--- config.mk ---
export PLATFORM = sky130hd
export DESIGN_NAME = omsp_spm_violation_log_flat
export DESIGN_NICKNAME = d
export VERILOG_FILES = /design/src/rtl/omsp_spm_violation_log_pkg.sv /design/src/rtl/omsp_spm_violation_log_if.sv /design/src/rtl/omsp_spm_violation_fifo.sv /design/src/rtl/omsp_spm_violation_log.sv /design/src/flat_wrapper.sv
export SDC_FILE = /design/constraint.sdc
export NUM_CORES = 1
export LEC_CHECK = 0
export CORE_MARGIN = 2
export CORE_UTILIZATION = 51
export CTS_CLUSTER_DIAMETER = 30
export CTS_CLUSTER_SIZE = 20
export DETAILED_ROUTE_END_ITERATION = 8
export PLACE_DENSITY = 0.73
export SETUP_SLACK_MARGIN = 0.1
export SKIP_CTS_REPAIR_TIMING = 1
export SLEW_MARGIN = 5
export SYNTH_ARGS = -nofsm -noshare
export SYNTH_HDL_FRONTEND = slang
export SYNTH_SLANG_ARGS = --single-unit
--- constraint.sdc ---
create_clock -name mclk -period 7.4 [get_ports mclk]
set_input_delay 1.11 -clock mclk [delete_from_list [all_inputs] [get_ports mclk]]
set_output_delay 1.11 -clock mclk [all_outputs]
set_load 0.01 [all_outputs]
--- src/rtl/omsp_spm_violation_log_pkg.sv ---
// Shared constants and record layout for the SPM violation log peripheral.
// Register offsets, CTRL/STATUS bit positions and the captured record format.
package omsp_spm_violation_log_pkg;

  localparam logic [2:0] SPM_VLOG_CTRL      = 3'd0;
  localparam logic [2:0] SPM_VLOG_STATUS    = 3'd1;
  localparam logic [2:0] SPM_VLOG_HEAD_ID   = 3'd2;
  localparam logic [2:0] SPM_VLOG_HEAD_PREV = 3'd3;
  localparam logic [2:0] SPM_VLOG_HEAD_PC   = 3'd4;
  localparam logic [2:0] SPM_VLOG_HEAD_ADDR = 3'd5;
  localparam logic [2:0] SPM_VLOG_POP       = 3'd6;
  localparam logic [2:0] SPM_VLOG_COUNT     = 3'd7;

  localparam int unsigned CTRL_IRQ_EN  = 0;
  localparam int unsigned CTRL_CLR     = 1;
  localparam int unsigned CTRL_CNT_CLR = 2;

  localparam int unsigned STAT_NOT_EMPTY = 0;
  localparam int unsigned STAT_FULL      = 1;
  localparam int unsigned STAT_OVF       = 2;

  typedef struct packed {
    logic [15:0] cur_id;
    logic [15:0] prev_id;
    logic [15:0] pc;
    logic [15:0] addr;
  } vlog_rec_t;

endpackage

--- src/rtl/omsp_spm_violation_log_if.sv ---
// openMSP430 peripheral-bus bundle between the core (master) and a peripheral (slave).
interface omsp_spm_violation_log_if;
  logic [13:0] per_addr;
  logic [15:0] per_din;
  logic        per_en;
  logic [1:0]  per_we;
  logic [15:0] per_dout;

  modport master (output per_addr, output per_din, output per_en, output per_we,
                  input per_dout);
  modport slave  (input per_addr, input per_din, input per_en, input per_we,
                  output per_dout);
endinterface

--- src/rtl/omsp_spm_violation_fifo.sv ---
// Record FIFO with wrap-bit pointers; a pop in the same cycle frees the slot for a push.
module omsp_spm_violation_fifo #(
  parameter int unsigned DEPTH = 4,
  parameter int unsigned WIDTH = 64
) (
  input  logic                     mclk,
  input  logic                     puc_rst,
  input  logic                     clr,
  input  logic                     push,
  input  logic                     pop,
  input  logic [WIDTH-1:0]         din,
  output logic [WIDTH-1:0]         head,
  output logic [$clog2(DEPTH):0]   level,
  output logic                     full,
  output logic                     empty,
  output logic                     ovf
);
  localparam int unsigned AW = $clog2(DEPTH);

  logic [WIDTH-1:0] mem [DEPTH];
  logic [AW:0]      wr_ptr_q, rd_ptr_q;
  logic             pop_ok, push_ok;

  always_comb begin
    empty   = (wr_ptr_q == rd_ptr_q);
    full    = (wr_ptr_q[AW] != rd_ptr_q[AW]) && (wr_ptr_q[AW-1:0] == rd_ptr_q[AW-1:0]);
    level   = wr_ptr_q - rd_ptr_q;
    pop_ok  = pop & ~empty;
    push_ok = push & (~full | pop_ok);
    // Clear discards any concurrent push, so it must not flag an overflow either.
    ovf     = ~clr & push & full & ~pop_ok;
    head    = mem[rd_ptr_q[AW-1:0]];
  end

  always_ff @(posedge mclk or posedge puc_rst) begin
    if (puc_rst) begin
      wr_ptr_q <= '0;
      rd_ptr_q <= '0;
    end else if (clr) begin
      wr_ptr_q <= '0;
      rd_ptr_q <= '0;
    end else begin
      if (pop_ok)  rd_ptr_q <= rd_ptr_q + 1'b1;
      if (push_ok) wr_ptr_q <= wr_ptr_q + 1'b1;
    end
  end

  always_ff @(posedge mclk) begin
    if (push_ok && !clr) mem[wr_ptr_q[AW-1:0]] <= din;
  end

endmodule

--- src/rtl/omsp_spm_violation_log.sv ---
// SPM violation logger: captures one record per violation rising edge into a FIFO and
// exposes records, a saturating event count and a level IRQ through a peripheral window.
module omsp_spm_violation_log
  import omsp_spm_violation_log_pkg::*;
#(
  parameter int unsigned DEPTH     = 4,
  parameter logic [14:0] BASE_ADDR = 15'h0190
) (
  input  logic                           mclk,
  input  logic                           puc_rst,
  input  logic                           violation,
  input  logic [15:0]                    spm_current_id,
  input  logic [15:0]                    spm_prev_id,
  input  logic [15:0]                    prev_pc,
  input  logic [15:0]                    eu_mab,
  omsp_spm_violation_log_if.slave        per_bus,
  output logic                           violation_irq
);
  localparam int unsigned AW = $clog2(DEPTH);

  logic        viol_q, evt;
  logic        irq_en_q, ovf_q;
  logic [15:0] count_q;
  logic        sel, wr, ctrl_wr, clr, cnt_clr, pop;
  logic [2:0]  offset;
  vlog_rec_t   rec_in, head;
  logic [AW:0] level;
  logic        full, empty, ovf_pulse;
  logic [15:0] status;

  always_comb begin
    evt     = violation & ~viol_q;
    sel     = per_bus.per_en & (per_bus.per_addr[13:3] == BASE_ADDR[14:4]);
    offset  = per_bus.per_addr[2:0];
    wr      = sel & (|per_bus.per_we);
    ctrl_wr = wr & (offset == SPM_VLOG_CTRL) & per_bus.per_we[0];
    clr     = ctrl_wr & per_bus.per_din[CTRL_CLR];
    cnt_clr = ctrl_wr & per_bus.per_din[CTRL_CNT_CLR];
    pop     = wr & (offset == SPM_VLOG_POP);
    rec_in  = '{cur_id: spm_current_id, prev_id: spm_prev_id, pc: prev_pc, addr: eu_mab};
  end

  omsp_spm_violation_fifo #(
    .DEPTH (DEPTH),
    .WIDTH (64)
  ) u_fifo (
    .mclk    (mclk),
    .puc_rst (puc_rst),
    .clr     (clr),
    .push    (evt),
    .pop     (pop),
    .din     (rec_in),
    .head    (head),
    .level   (level),
    .full    (full),
    .empty   (empty),
    .ovf     (ovf_pulse)
  );

  always_ff @(posedge mclk or posedge puc_rst) begin
    if (puc_rst) begin
      viol_q   <= 1'b0;
      irq_en_q <= 1'b0;
      ovf_q    <= 1'b0;
      count_q  <= '0;
    end else begin
      viol_q <= violation;
      if (ctrl_wr) irq_en_q <= per_bus.per_din[CTRL_IRQ_EN];
      if (clr)            ovf_q <= 1'b0;
      else if (ovf_pulse) ovf_q <= 1'b1;
      if (cnt_clr)                       count_q <= '0;
      else if (evt && count_q != 16'hFFFF) count_q <= count_q + 16'd1;
    end
  end

  always_comb begin
    status                 = '0;
    status[STAT_NOT_EMPTY] = ~empty;
    status[STAT_FULL]      = full;
    status[STAT_OVF]       = ovf_q;
    status[8:4]            = 5'(level);
  end

  always_comb begin
    per_bus.per_dout = '0;
    if (sel) begin
      case (offset)
        SPM_VLOG_CTRL:      per_bus.per_dout = {15'd0, irq_en_q};
        SPM_VLOG_STATUS:    per_bus.per_dout = status;
        SPM_VLOG_HEAD_ID:   per_bus.per_dout = empty ? 16'd0 : head.cur_id;
        SPM_VLOG_HEAD_PREV: per_bus.per_dout = empty ? 16'd0 : head.prev_id;
        SPM_VLOG_HEAD_PC:   per_bus.per_dout = empty ? 16'd0 : head.pc;
        SPM_VLOG_HEAD_ADDR: per_bus.per_dout = empty ? 16'd0 : head.addr;
        SPM_VLOG_COUNT:     per_bus.per_dout = count_q;
        default:            per_bus.per_dout = '0;
      endcase
    end
  end

  assign violation_irq = irq_en_q & ~empty;

endmodule
--- src/flat_wrapper.sv ---
// flat-port wrapper written by rule: the top's interface ports become plain ports
module omsp_spm_violation_log_flat import omsp_spm_violation_log_pkg::*;
#(
  parameter int unsigned DEPTH     = 4,
  parameter logic [14:0] BASE_ADDR = 15'h0190
)
  (mclk, puc_rst, violation, spm_current_id, spm_prev_id, prev_pc, eu_mab, violation_irq, per_bus_per_addr, per_bus_per_din, per_bus_per_en, per_bus_per_we, per_bus_per_dout);
  omsp_spm_violation_log_if per_bus_i ();
  input  logic mclk;
  input  logic puc_rst;
  input  logic violation;
  input  logic [15:0] spm_current_id;
  input  logic [15:0] spm_prev_id;
  input  logic [15:0] prev_pc;
  input  logic [15:0] eu_mab;
  output logic violation_irq;
  input wire logic [$bits(per_bus_i.per_addr)-1:0] per_bus_per_addr;
  input wire logic [$bits(per_bus_i.per_din)-1:0] per_bus_per_din;
  input wire logic [$bits(per_bus_i.per_en)-1:0] per_bus_per_en;
  input wire logic [$bits(per_bus_i.per_we)-1:0] per_bus_per_we;
  output wire logic [$bits(per_bus_i.per_dout)-1:0] per_bus_per_dout;
  assign per_bus_i.per_addr = per_bus_per_addr;
  assign per_bus_i.per_din = per_bus_per_din;
  assign per_bus_i.per_en = per_bus_per_en;
  assign per_bus_i.per_we = per_bus_per_we;
  assign per_bus_per_dout = per_bus_i.per_dout;
  omsp_spm_violation_log #(.DEPTH(DEPTH), .BASE_ADDR(BASE_ADDR)) u_core (.mclk(mclk), .puc_rst(puc_rst), .violation(violation), .spm_current_id(spm_current_id), .spm_prev_id(spm_prev_id), .prev_pc(prev_pc), .eu_mab(eu_mab), .per_bus(per_bus_i), .violation_irq(violation_irq));
endmodule
Word-level counts from Yosys, hierarchy flattened
Memories as Yosys holds them, arrays and structs flattened.
Index checks and enable logic that the tools add are counted.
- add/subtract/negate cells: 4
- equality and inequality tests: 12
- muxes and demuxes: 16
- bitwise gates (word level): 20
- reduce and logical (&&, ||, !) cells: 10
- operators by type and width (kind ; number):
    2-to-1 mux 16 bit ; 7
    case mux 16 bit (7 select lines) ; 1
    adder 16 x 1 -> 16 bit (second input constant) ; 1
    inequality test 16 bit (second input constant) ; 1
    AND 1 bit ; 14
    == test 3 bit (second input constant) ; 4
    2-to-1 mux 3 bit ; 4
    == test 11 x 5 -> 1 bit (second input constant) ; 1
    nonzero test 2 bit ; 4
    adder 3 x 1 -> 3 bit (second input constant) ; 2
    == test 3 x 2 -> 1 bit (second input constant) ; 2
    inverter 1 bit ; 5
    2-to-1 mux 1 bit ; 4
    == test 3 x 1 -> 1 bit (second input constant) ; 1
    == test 3 bit ; 1
    logical AND 1 bit ; 3
    zero test 3 bit ; 1
    subtractor 3 bit ; 1
    == test 2 bit ; 1
    OR reduction 2 bit ; 1
    zero test 1 bit ; 1
    inequality test 1 bit ; 1
    bitwise OR 1 bit ; 1
- register bits after elaboration: 25
- RAM bits: 256
- input port bits: 100
- word-level logic and storage cells: 69
- memories kept: 1
- memories (name ; depth ; bits a word ; rd ports ; clocked after Yosys merged registers in ; wr ports ; RTL line ; RTL):
    u_core.u_fifo.mem ; 4 ; 64 ; 1 ; 0 ; 1 ; omsp_spm_violation_fifo.sv:20 ; logic [WIDTH-1:0] mem [DEPTH];

Depth between registers and ports, before layout
Gate-level depths: netlist of run 1.
- depth after elaboration: 12
- mapped depth: 9

Modules after synthesis
Synthesis of run 1 repeated with hierarchy kept, for this count alone.
- cell total of the unflattened synthesis: 622
- area total of the unflattened synthesis: 11657.4 um^2
- by module, submodules not included (module ; instances ; cells an instance ; area an instance (um^2) ; seq. area each (um^2)):
    omsp_spm_violation_fifo ; 1 ; 390 ; 9720.6 ; 7837.5
    omsp_spm_violation_log ; 1 ; 232 ; 1936.9 ; 475.5

Worst setup path after synthesis of run 1
OpenSTA, ideal clock, no wires.
- path type: input -> register
- start: input port per_bus_per_addr[9]
- end: memory u_core.u_fifo.mem[0][0], enable pin
- arrival time: 6.316 ns
- path slack: 0.520 ns
- cell stages on the path: 4
- buffers on the path: 0
- cells stage by stage: nor4_4 and3_1 a21boi_0 nor3_1
- longest elaborated chain between the ends: 10
- elaborated cells between the ends (all ways): 14
- those cells by class: eq/ne (1); mux (2); bitwise (9); reduce/logical (2)
- RTL lines (element ; RTL line ; RTL):
    start, declared ; flat_wrapper.sv:17 ; input wire logic [$bits(per_bus_i.per_addr)-1:0] per_bus_per_addr;
    == test 11 x 5 -> 1 bit * ; omsp_spm_violation_log.sv:33 ; sel = per_bus.per_en & (per_bus.per_addr[13:3] == BASE_ADDR[14:4]);
    AND 1 bit * ; omsp_spm_violation_log.sv:33 ;
    AND 1 bit * ; omsp_spm_violation_log.sv:35 ; wr = sel & (|per_bus.per_we);
    AND 1 bit, on equally long branches ; omsp_spm_violation_log.sv:39, omsp_spm_violation_log.sv:36 ;
    AND 1 bit, on equally long branches ; omsp_spm_violation_fifo.sv:28, omsp_spm_violation_log.sv:36 ;
    bitwise OR 1 bit / AND 1 bit (equally long branches) ; omsp_spm_violation_fifo.sv:29, omsp_spm_violation_log.sv:37 ;
    AND 1 bit / zero test 1 bit (equally long branches) ; omsp_spm_violation_fifo.sv:29, omsp_spm_violation_fifo.sv:49 ;
    logical AND 1 bit * ; omsp_spm_violation_fifo.sv:49 ; if (push_ok && !clr) mem[wr_ptr_q[AW-1:0]] <= din;
    2-to-1 mux 1 bit * ; omsp_spm_violation_fifo.sv:49 ;
    2-to-1 mux 1 bit (not written as such) * ; omsp_spm_violation_fifo.sv:49 ;
    end, declared ; omsp_spm_violation_fifo.sv:20 ;
Mark *: on every way between the ends. The rest lies on a longest branch, timed or not.

Final worst setup path of run 1
- start: input port per_bus_per_addr[2]
- end: output port per_bus_per_dout[15]
- longest elaborated chain between the ends: 3
- elaborated cells between the ends (all ways): 9
- those cells by class: eq/ne (6); mux (2); reduce/logical (1)
- RTL lines (element ; RTL line ; RTL):
    == test 3 bit, or another cell as far along ; omsp_spm_violation_log.sv:87 ; case (offset)
    case mux 16 bit (7 select lines) * ; omsp_spm_violation_log.sv:87 ;
    2-to-1 mux 16 bit * ; omsp_spm_violation_log.sv:86 ; if (sel) begin
    end, declared ; flat_wrapper.sv:21 ; output wire logic [$bits(per_bus_i.per_dout)-1:0] per_bus_per_dout;
Marks and branches as above.

==> results.cfg, run 1 <==
[run_status]
outcome = finished, final reports clean

[synthesis]
yosysTopAreaCellShare_pct = 66.1
ys_ff_latch = 281
synth.top_cells.by_area = edfxtp_1 (66%), mux4_2 (11%), dfrtp_1 (5.4%)
synth_seq_area_share_pct = 71.4
ys_types = 60
yosysTopAreaCell = edfxtp_1
ys_warn_count = 0
netlist_instances = 630
ys.flop_type = edfxtp_1
synth_area_um2 = 11600
syn-num-nets = 739
synth_edf_count = 256
avgSynthCellArea_um2 = 18.5
synthArstFlopShare_pct = 8.90

[layout]
register_area_um2 = 8320
area_delta_synth_final_pct = 27.0
nets = 869
drive_above_1_share_pct = 22.4
nFillCells = 1471
multi_input_area_um2 = 3150

[clock_tree]
cts_htree_levels = 2
clk_latency_ns = 0.56
clk_pin_slew_ns = 0.05
cts_buffers = 52
cts_num_sinks = 281
cts_tree = yes
cts_max_path_buffers = 3
clock-root-buffer = clkbuf_16

[die]
dieArea_um2 = 24000
ios = 117
initial_core_util_pct = 51.7
core_region_area_um2 = 22500
floorplan.die.height_um = 155
rows = 55
die_x_um = 155

[power_and_ir_drop]
pwr-share-seq_pct = 41.6
power.density_nw_per_um2 = 324
pwr-share-comb_pct = 7.6
p_int_uw = 3660
totalPowerFinal_uw = 4790
p_leak_uw = 0.00481
p_sw_share_pct = 23.6
clockPowerShare_pct = 50.8
p_sw_uw = 1130
ir_drop_v = 0.000244

[worst_hold_path]
hold_depth = 2
min_path_type = flip-flop to flip-flop
hp-start = u_core.count_q[5]
hold_end = u_core.count_q[5]

[route]
drt-total-wl_um = 25600
dr.pass1.iters = 5
drc_errors = 0
postRouteAntennaNets = 0
viasPerCell = 6.13
vias = 6681
drt_iter0_drc = 639
avgRoutedWirePerCell_um = 23.5

[critical_path]
critPathBufInv = 2
rrSetupSlack_ns = 4.00
path_cells = clkdlybuf4s50_1 > nor2b_1 > nand3_1 > o221ai_1 > clkdlybuf4s50_1
crit_path_frequent_cell = clkdlybuf4s50_1
r2r-end = u_core.u_fifo.mem[1][60]
cp-start-kind = primary input
critPathMaxFanout = 15
end_kind = primary output
path_delay_family = simple AND/OR/NAND/NOR gates
worstPathArrival_ns = 4.51
reg2reg_from = u_core.u_fifo.rd_ptr_q[0]
worstSetupPathType = primary input to primary output
worst-endpoint-required_ns = 6.29
cp_slowest_cell = clkdlybuf4s50_1
ff2ff_path_depth = 6
worst_path_largest_cell_delay_ns = 0.82

[placement]
hpwl_um = 14700
port_buffers = 103
place.gp.congestion = 0.816

[timing]
drv_slew = 0
fin_skew_ns = 0.0116
max_freq_ghz = 0.178
tns_ns = 0
whs_ns = 0.571
tightest_slew_ns = 1.12
hold_viol = 0
timing.final.crit_share_pct = 76.0
post-route-min-period_ns = 5.62
slew_headroom_pct = 25.0
setup_viol = 0
rsz0062_at_grt = false

[global_routing]
grt_pass1_wl_um = 39600
gr-total-overflow = 0
grt_pass1_vias = 7188
antenna_found_initial = 0
grt_usage_pct = 21.8
grt_max_degree = 65

[run]
max-cap-violations = 0
-- through the flow --
step | cells | utilization (%) | instance area, µm² | setup slack [ns]
3_3_place_gp | 991 | 57.5 | 12900 | 1.99
2_1_floorplan | 630 | - | 11600 | 0.520
5_1_grt | 1089 | 65.6 | 14800 | 1.69
6_report | 1090 | 65.7 | 14800 | 1.78
4_1_cts | 1089 | 65.6 | 14800 | 1.83
3_5_place_dp | 991 | 57.5 | 12900 | 1.88
-- kinds of logic after synthesis --
logic type / share of synthesized area (%)
xor+xnor: 0.226
fa+ha+maj: 1.03
compound gates: 5.18
flops: 71.4
mux: 14.7
buf+inv: 1.68
simple gates: 5.72
-- synthesized netlist by cell type, types with 8 or more instances --
cell      number
a21oi_1       19
buf_2         15
clkbuf_1      13
dfrtp_1       25
edfxtp_1     256
ha_1           8
inv_1          9
mux2i_1       36
mux4_2        58
nand2_1       14
nand3_1       21
nand4_1        9
nor3_1         9
o21ai_0       17
o221ai_1      14
-- cells in the final DEF, fill, tap and decap left out, types with 4 or more instances in the layout --
cell type and instances:
ha_1 8, clkbuf_1 5, o221ai_1 14, o21ai_0 17, a21oi_1 19, clkdlybuf4s50_1 102
o31ai_1 7, clkbuf_16 53, nand4_1 9, clkinvlp_4 10, or4_1 6, dfrtp_1 23
bufinv_16 7, clkinv_2 5, nor3_1 5, inv_1 9, nand3_1 21, nor2_1 7
inv_6 8, o22ai_1 7, mux2_2 4, or3_1 6, nand2_1 14, mux4_2 58
nor3_2 4, edfxtp_1 256, mux2i_1 36, buf_4 7
-- worst max path at each step --
stage / depth (start not counted) / startpoint / endpoint
4_1_cts: 5 / per_bus_per_addr[2] / per_bus_per_dout[15]
5_1_grt: 5 / per_bus_per_addr[2] / per_bus_per_dout[15]
2_1_floorplan: 4 / per_bus_per_addr[9] / u_core.u_fifo.mem[0][0]
3_3_place_gp: 5 / per_bus_per_addr[2] / per_bus_per_dout[15]
6_report: 5 / per_bus_per_addr[2] / per_bus_per_dout[15]
3_5_place_dp: 5 / per_bus_per_addr[2] / per_bus_per_dout[15]
-- registers in the layout, indices dropped and copies added, names as in the netlist --
name / flops
u_core.u_fifo.wr_ptr_q: 3
u_core.count_q: 16
u_core.irq_en_q: 1
u_core.u_fifo.mem: 256
u_core.ovf_q: 1
u_core.viol_q: 1
u_core.u_fifo.rd_ptr_q: 3
-- routing by layer --
layer	vias to the layer above	part of all wire, %	routed length [µm]	GRT usage (%)
li1	2920	-	-	-
met1	3379	39	9980	27.5
met2	304	50	12800	36.2
met3	78	7.3	1860	4.85
met4	0	3.8	968	10.2
met5	-	0	0	0
-- power groups by stage --
stage,Sequential (µW),Combinational [µW],Clock (µW)
after floorplan,2010,213,0
after global placement,2000,350,0
after global routing,2000,399,2540
after detailed placement,2020,364,0
final,1990,365,2430
after CTS,1990,367,2460
-- worst reg2reg max path: stages, from the launching register on --
cell	delay (ns)
dfrtp_2	0.92
ha_1	0.41
nand2_1	0.14
o221a_2	0.21
a21boi_0	0.24
nor3_2	0.23
buf_4	0.80
-- cell type report --
type | instances | share of cell area (%)
antenna | 1 | 0.0169
clock buffer | 59 | 9.20
clock inverter | 39 | 3.23
inverter | 10 | 0.254
multi-input combinational | 305 | 21.3
sequential | 281 | 56.3
tap | 285 | 2.41
timing repair buffer | 110 | 7.30
No activity file was read; power rests on OpenSTA's default activity.
==> run 2, diff against run 1 <==
--- a/config.mk
+++ b/config.mk
@@ -10,7 +10,7 @@
 export CTS_CLUSTER_DIAMETER = 30
 export CTS_CLUSTER_SIZE = 20
 export DETAILED_ROUTE_END_ITERATION = 8
-export PLACE_DENSITY = 0.73
+export PLACE_DENSITY = 0.76
 export SETUP_SLACK_MARGIN = 0.1
 export SKIP_CTS_REPAIR_TIMING = 1
 export SLEW_MARGIN = 5
==> constraint.sdc (replaced) <==
create_clock -name mclk -period 4.6 [get_ports mclk]
set_input_delay 0.69 -clock mclk [delete_from_list [all_inputs] [get_ports mclk]]
set_output_delay 0.69 -clock mclk [all_outputs]
set_load 0.01 [all_outputs]
==> run 2 against run 1 <==
  * Sequential cell count did not move
  * Largest power group unchanged
  * Setup slack lost 1.5 ns
  * Via count is 0.36% lower
  * Critical path type unchanged
  * Die area stayed put
  * Wire length decreased by 0.43%
  * Register-to-register slack got worse by 2.2 ns
  * Utilization fell by 0.23 points
  * Clock power is 43% higher
  * Hold slack got worse by 0.017 ns
  * Non-clock buffer count is 12 higher
  * Cell count decreased by 0.28%
==> results.cfg, run 2 (synthesized netlist as in run 1, its figures left out) <==
[route]
dr.pass1.iters = 8
viasPerCell = 6.12
drc_errors = 0
drt_iter0_drc = 450
drt-total-wl_um = 25500
vias = 6657
postRouteAntennaNets = 0
avgRoutedWirePerCell_um = 23.5

[timing]
slew_headroom_pct = 23.6
fin_skew_ns = 0.0129
setup_ws_ns = 0.300
tightest_slew_ns = 1.14
hold_viol = 0
tns_ns = 0
drv_slew = 0
max_freq_ghz = 0.233
post-route-min-period_ns = 4.30
rsz0062_at_grt = false
timing.final.crit_share_pct = 93.5
setup_viol = 0
whs_ns = 0.553

[clock_tree]
cts_tree = yes
clk_latency_ns = 0.53
cts_max_path_buffers = 3
cts_htree_levels = 2
clk_pin_slew_ns = 0.04
clock-root-buffer = clkbuf_16
cts_buffers = 46
cts_num_sinks = 281

[layout]
n_antenna_cell = 0
largest_reg_flops = 256
nFillCells = 1463
multi_input_area_um2 = 3170
register_area_um2 = 8320
drive_above_1_share_pct = 21.8
layout_common_cells = edfxtp_1 (256), clkdlybuf4s50_1 (102), mux4_2 (58), clkbuf_16 (46), mux2i_1 (36)
area_delta_synth_final_pct = 26.5
mostFrequentLayoutCell = edfxtp_1
nets = 875

[global_routing]
grt_pass1_vias = 7119
antenna_found_initial = 0
grt_pass1_wl_um = 39700
gr-total-overflow = 0
grt_max_degree = 74
grt_usage_pct = 21.7

[critical_path]
path_delay_family = buffers and inverters
critPathMaxFanout = 16
worstSetupPathType = primary input to primary output
worstPathArrival_ns = 3.61
path_cells = clkdlybuf4s50_1 > and2_1 > buf_4 > a32o_1 > nor4_1 > a2111oi_0 > buf_4 > clkdlybuf4s50_1
cp_slowest_cell = clkdlybuf4s50_1
rrSetupSlack_ns = 1.85
worst_path_largest_cell_delay_ns = 0.78
worst-endpoint-required_ns = 3.91
cp-start-kind = primary input
end_kind = primary output
critPathBufInv = 4

[placement]
port_buffers = 103
place.gp.congestion = 0.867
hpwl_um = 15200
pre_cts_ws_ns = 0.336

[power_and_ir_drop]
clockPowerShare_pct = 47.7
totalPowerFinal_uw = 7300
power.density_nw_per_um2 = 496
pwr-share-comb_pct = 8.4
p_leak_uw = 0.00477
p_int_uw = 5660
pwr-share-seq_pct = 43.9
ir_drop_v = 0.000301
p_sw_share_pct = 22.5
p_sw_uw = 1640

[die]
die_x_um = 155
core_region_area_um2 = 22500
floorplan.die.height_um = 155
rows = 55
ios = 117
dieArea_um2 = 24000
initial_core_util_pct = 51.7

[run]
max-cap-violations = 0

[run_status]
outcome = finished, final reports clean

[worst_hold_path]
min_path_type = flip-flop to flip-flop
## run 2: power by group through the flow
stage | registers, µW | clock network [µW] | logic (µW)
6_report | 3200 | 3480 | 615
5_1_grt | 3220 | 3630 | 673
4_1_cts | 3200 | 3520 | 621
3_5_place_dp | 3240 | 0 | 616
3_3_place_gp | 3220 | 0 | 597
2_1_floorplan | 3220 | 0 | 347
## run 2: per-layer routing
| metal | up-vias | GRT usage [%] | wire length [µm] | share of wire (%) |
|---|---|---|---|---|
| li1 | 2928 | - | - | - |
| met2 | 274 | 37.7 | 13400 | 53 |
| met4 | 0 | 7.85 | 660 | 2.6 |
| met3 | 45 | 3.87 | 1570 | 6.2 |
| met1 | 3410 | 27.5 | 9890 | 39 |
| met5 | - | 0 | 0 | 0 |
## run 2: cell type report
class | instances | area share [%]
Clock buffer | 52 | 8.04
Timing Repair Buffer | 122 | 8.45
Multi-Input combinational cell | 305 | 21.5
Tap cell | 285 | 2.42
Sequential cell | 281 | 56.5
Inverter | 10 | 0.255
Clock inverter | 32 | 2.80
## run 2: worst paths after layout
path / cells past startpoint / endpoint / startpoint
max reg2reg: 7 / u_core.u_fifo.mem[0][54] / u_core.u_fifo.rd_ptr_q[0]
max: 8 / per_bus_per_dout[0] / per_bus_per_addr[1]
min in group asynchronous: 2 / u_core.u_fifo.wr_ptr_q[2] / puc_rst
max in group asynchronous: 2 / u_core.u_fifo.rd_ptr_q[1] / puc_rst
min reg2reg: 2 / u_core.ovf_q / u_core.ovf_q
min: 2 / u_core.ovf_q / u_core.ovf_q
## run 2: worst reg2reg max path: stages, from the launching register on
cell and delay, ns:
dfrtp_2 0.72, ha_1 0.38, nand2_1 0.16, o221a_2 0.22
a21boi_0 0.09, buf_4 0.19, nor3_4 0.21, buf_12 0.37
## run 2: per-stage QoR
| step | util (%) | instance area, µm² | std cells |
|---|---|---|---|
| after floorplan | - | 11700 | 630 |
| after global placement | 58.3 | 13100 | 1003 |
| after detailed placement | 58.3 | 13100 | 1003 |
| after CTS | 65.4 | 14700 | 1087 |
| after global routing | 65.4 | 14700 | 1087 |
| final | 65.4 | 14700 | 1087 |
==> run 3, diff against run 2 <==
--- a/config.mk
+++ b/config.mk
@@ -5,6 +5,7 @@
 export SDC_FILE = /design/constraint.sdc
 export NUM_CORES = 1
 export LEC_CHECK = 0
+export CAP_MARGIN = 20
 export CORE_MARGIN = 2
 export CORE_UTILIZATION = 51
 export CTS_CLUSTER_DIAMETER = 30
==> run 3 against run 2 <==
  * Non-clock buffer count up 2
  * Setup slack got worse by 0.014 ns
  * Critical path depth unchanged
  * Fmax fell by 0.31%
  * Count of clock-buffer cells in the layout stayed put
  * Combinational power rose by 0.8%
  * Largest power group unchanged
  * Via count increased by 0.20%
  * Die area unchanged
  * Critical endpoint unchanged
  * Hold slack got worse by 0.14 ns
==> results.cfg, run 3 (synthesized netlist as in run 1, its figures left out) <==
[run_status]
outcome = finished, final reports clean

[layout]
mostFrequentLayoutCell = edfxtp_1
drive_above_1_share_pct = 22.0
final_area_um2 = 14800
layout_common_cells = edfxtp_1 (256), clkdlybuf4s50_1 (102), mux4_2 (58), clkbuf_16 (46), mux2i_1 (36)
register_area_um2 = 8320
area_delta_synth_final_pct = 26.8
nFillCells = 1458
n_antenna_cell = 0
nets = 877
largest_reg_flops = 256
multi_input_area_um2 = 3170
finalNonFillerCells = 1089

[global_routing]
grt_usage_pct = 21.7
grt_max_degree = 74
gr-total-overflow = 0
grt_pass1_vias = 7119
antenna_found_initial = 0
grt_pass1_wl_um = 39700

[power_and_ir_drop]
p_int_uw = 5660
p_sw_uw = 1640
clockPowerShare_pct = 47.7
p_leak_uw = 0.00479
p_sw_share_pct = 22.5
pwr-share-seq_pct = 43.8
power.density_nw_per_um2 = 495
pwr-share-comb_pct = 8.5
ir_drop_v = 0.000302

[run]
max-cap-violations = 0

[route]
route.met2.wl_um = 13500
viasPerCell = 6.12
drt-total-wl_um = 25600
drt_iter0_drc = 519
wl_met3_um = 1410
top_layer_used = met4
vias = 6670
dr.pass1.iters = 5
avgRoutedWirePerCell_um = 23.5
postRouteAntennaNets = 0
wirelength_met1_um = 10100
drc_errors = 0

[die]
core_region_area_um2 = 22500
ios = 117
initial_core_util_pct = 51.7
rows = 55
floorplan.die.height_um = 155
dieArea_um2 = 24000
die_x_um = 155

[clock_tree]
cts_htree_levels = 2
cts_tree = yes
clock-root-buffer = clkbuf_16
cts_buffers = 46
cts_num_sinks = 281
clk_latency_ns = 0.53
cts_max_path_buffers = 3
clk_pin_slew_ns = 0.04

[timing]
timing.final.crit_share_pct = 93.8
rsz0062_at_grt = false
tightest_slew_ns = 0.946
hold_viol = 0
setup_ws_ns = 0.286
fin_skew_ns = 0.0153
max_freq_ghz = 0.232
whs_ns = 0.413
post-route-min-period_ns = 4.31
slew_headroom_pct = 36.7
drv_slew = 0
setup_viol = 0

[critical_path]
cp_slowest_cell = clkdlybuf4s50_1
path_cells = clkdlybuf4s50_1 > and2_1 > buf_4 > a32o_1 > nor4_1 > a2111oi_0 > buf_4 > clkdlybuf4s50_1
cp-start-kind = primary input
worst_path_largest_cell_delay_ns = 0.78
worstSetupPathType = primary input to primary output
worst-endpoint-required_ns = 3.91
critPathMaxFanout = 16
worstPathArrival_ns = 3.62
end_kind = primary output

[placement]
hpwl_um = 15200
port_buffers = 103
dp.cells = 1003
dpl_cell_area_um2 = 13100
place.gp.congestion = 0.867
pre_cts_ws_ns = 0.336

[worst_hold_path]
min_path_type = primary input to async pin
[run 3: power by group through the flow]
| stage | Clock (µW) | Combinational [µW] | Sequential, µW |
|---|---|---|---|
| finish | 3480 | 620 | 3200 |
| global route | 3630 | 676 | 3220 |
| CTS | 3520 | 621 | 3200 |
| detailed placement | 0 | 616 | 3240 |
| global placement | 0 | 597 | 3220 |
| floorplan | 0 | 347 | 3220 |
[run 3: per-stage QoR]
step	TNS, ns	utilization [%]	total power, µW
finish	0	65.6	7300
global route	0	65.6	7520
CTS	0	65.4	7340
detailed placement	0	58.3	3860
global placement	0	58.3	3820
floorplan	-68.36	-	3570
[run 3: worst paths after layout]
path	startpoint	end	slack (ns)	depth (start not counted)
worst max-delay path	per_bus_per_addr[1]	per_bus_per_dout[0]	0.29	8
worst min-delay path	puc_rst	u_core.u_fifo.wr_ptr_q[2]	0.41	2
worst max register to register	u_core.u_fifo.rd_ptr_q[0]	u_core.u_fifo.mem[0][54]	1.85	7
worst min register to register	u_core.ovf_q	u_core.ovf_q	0.56	2
max in group asynchronous	puc_rst	u_core.count_q[13]	3.78	3
min in group mclk	u_core.ovf_q	u_core.ovf_q	0.56	2
[run 3: worst max-delay path: cells and delay by family]
kind / cells / cell delay, ns
buffers and inverters: 4 / 1.75
AOI/OAI and AO/OA: 2 / 0.92
and+or+nand+nor: 2 / 0.27
[run 3: routing by layer]
metal  vias to the layer above  track usage (%)
met5                         -                0
met4                         0             7.85
met3                        43             3.87
met2                       254             37.7
met1                      3438             27.5
li1                       2935                -
[run 3: layout make-up]
type,instances,area share [%]
inverters,10,0.254
clock inverters,32,2.79
multi-input cells,305,21.5
well taps,285,2.42
flip-flops and latches,281,56.4
repair buffers,124,8.66
clock buffers,52,8.02
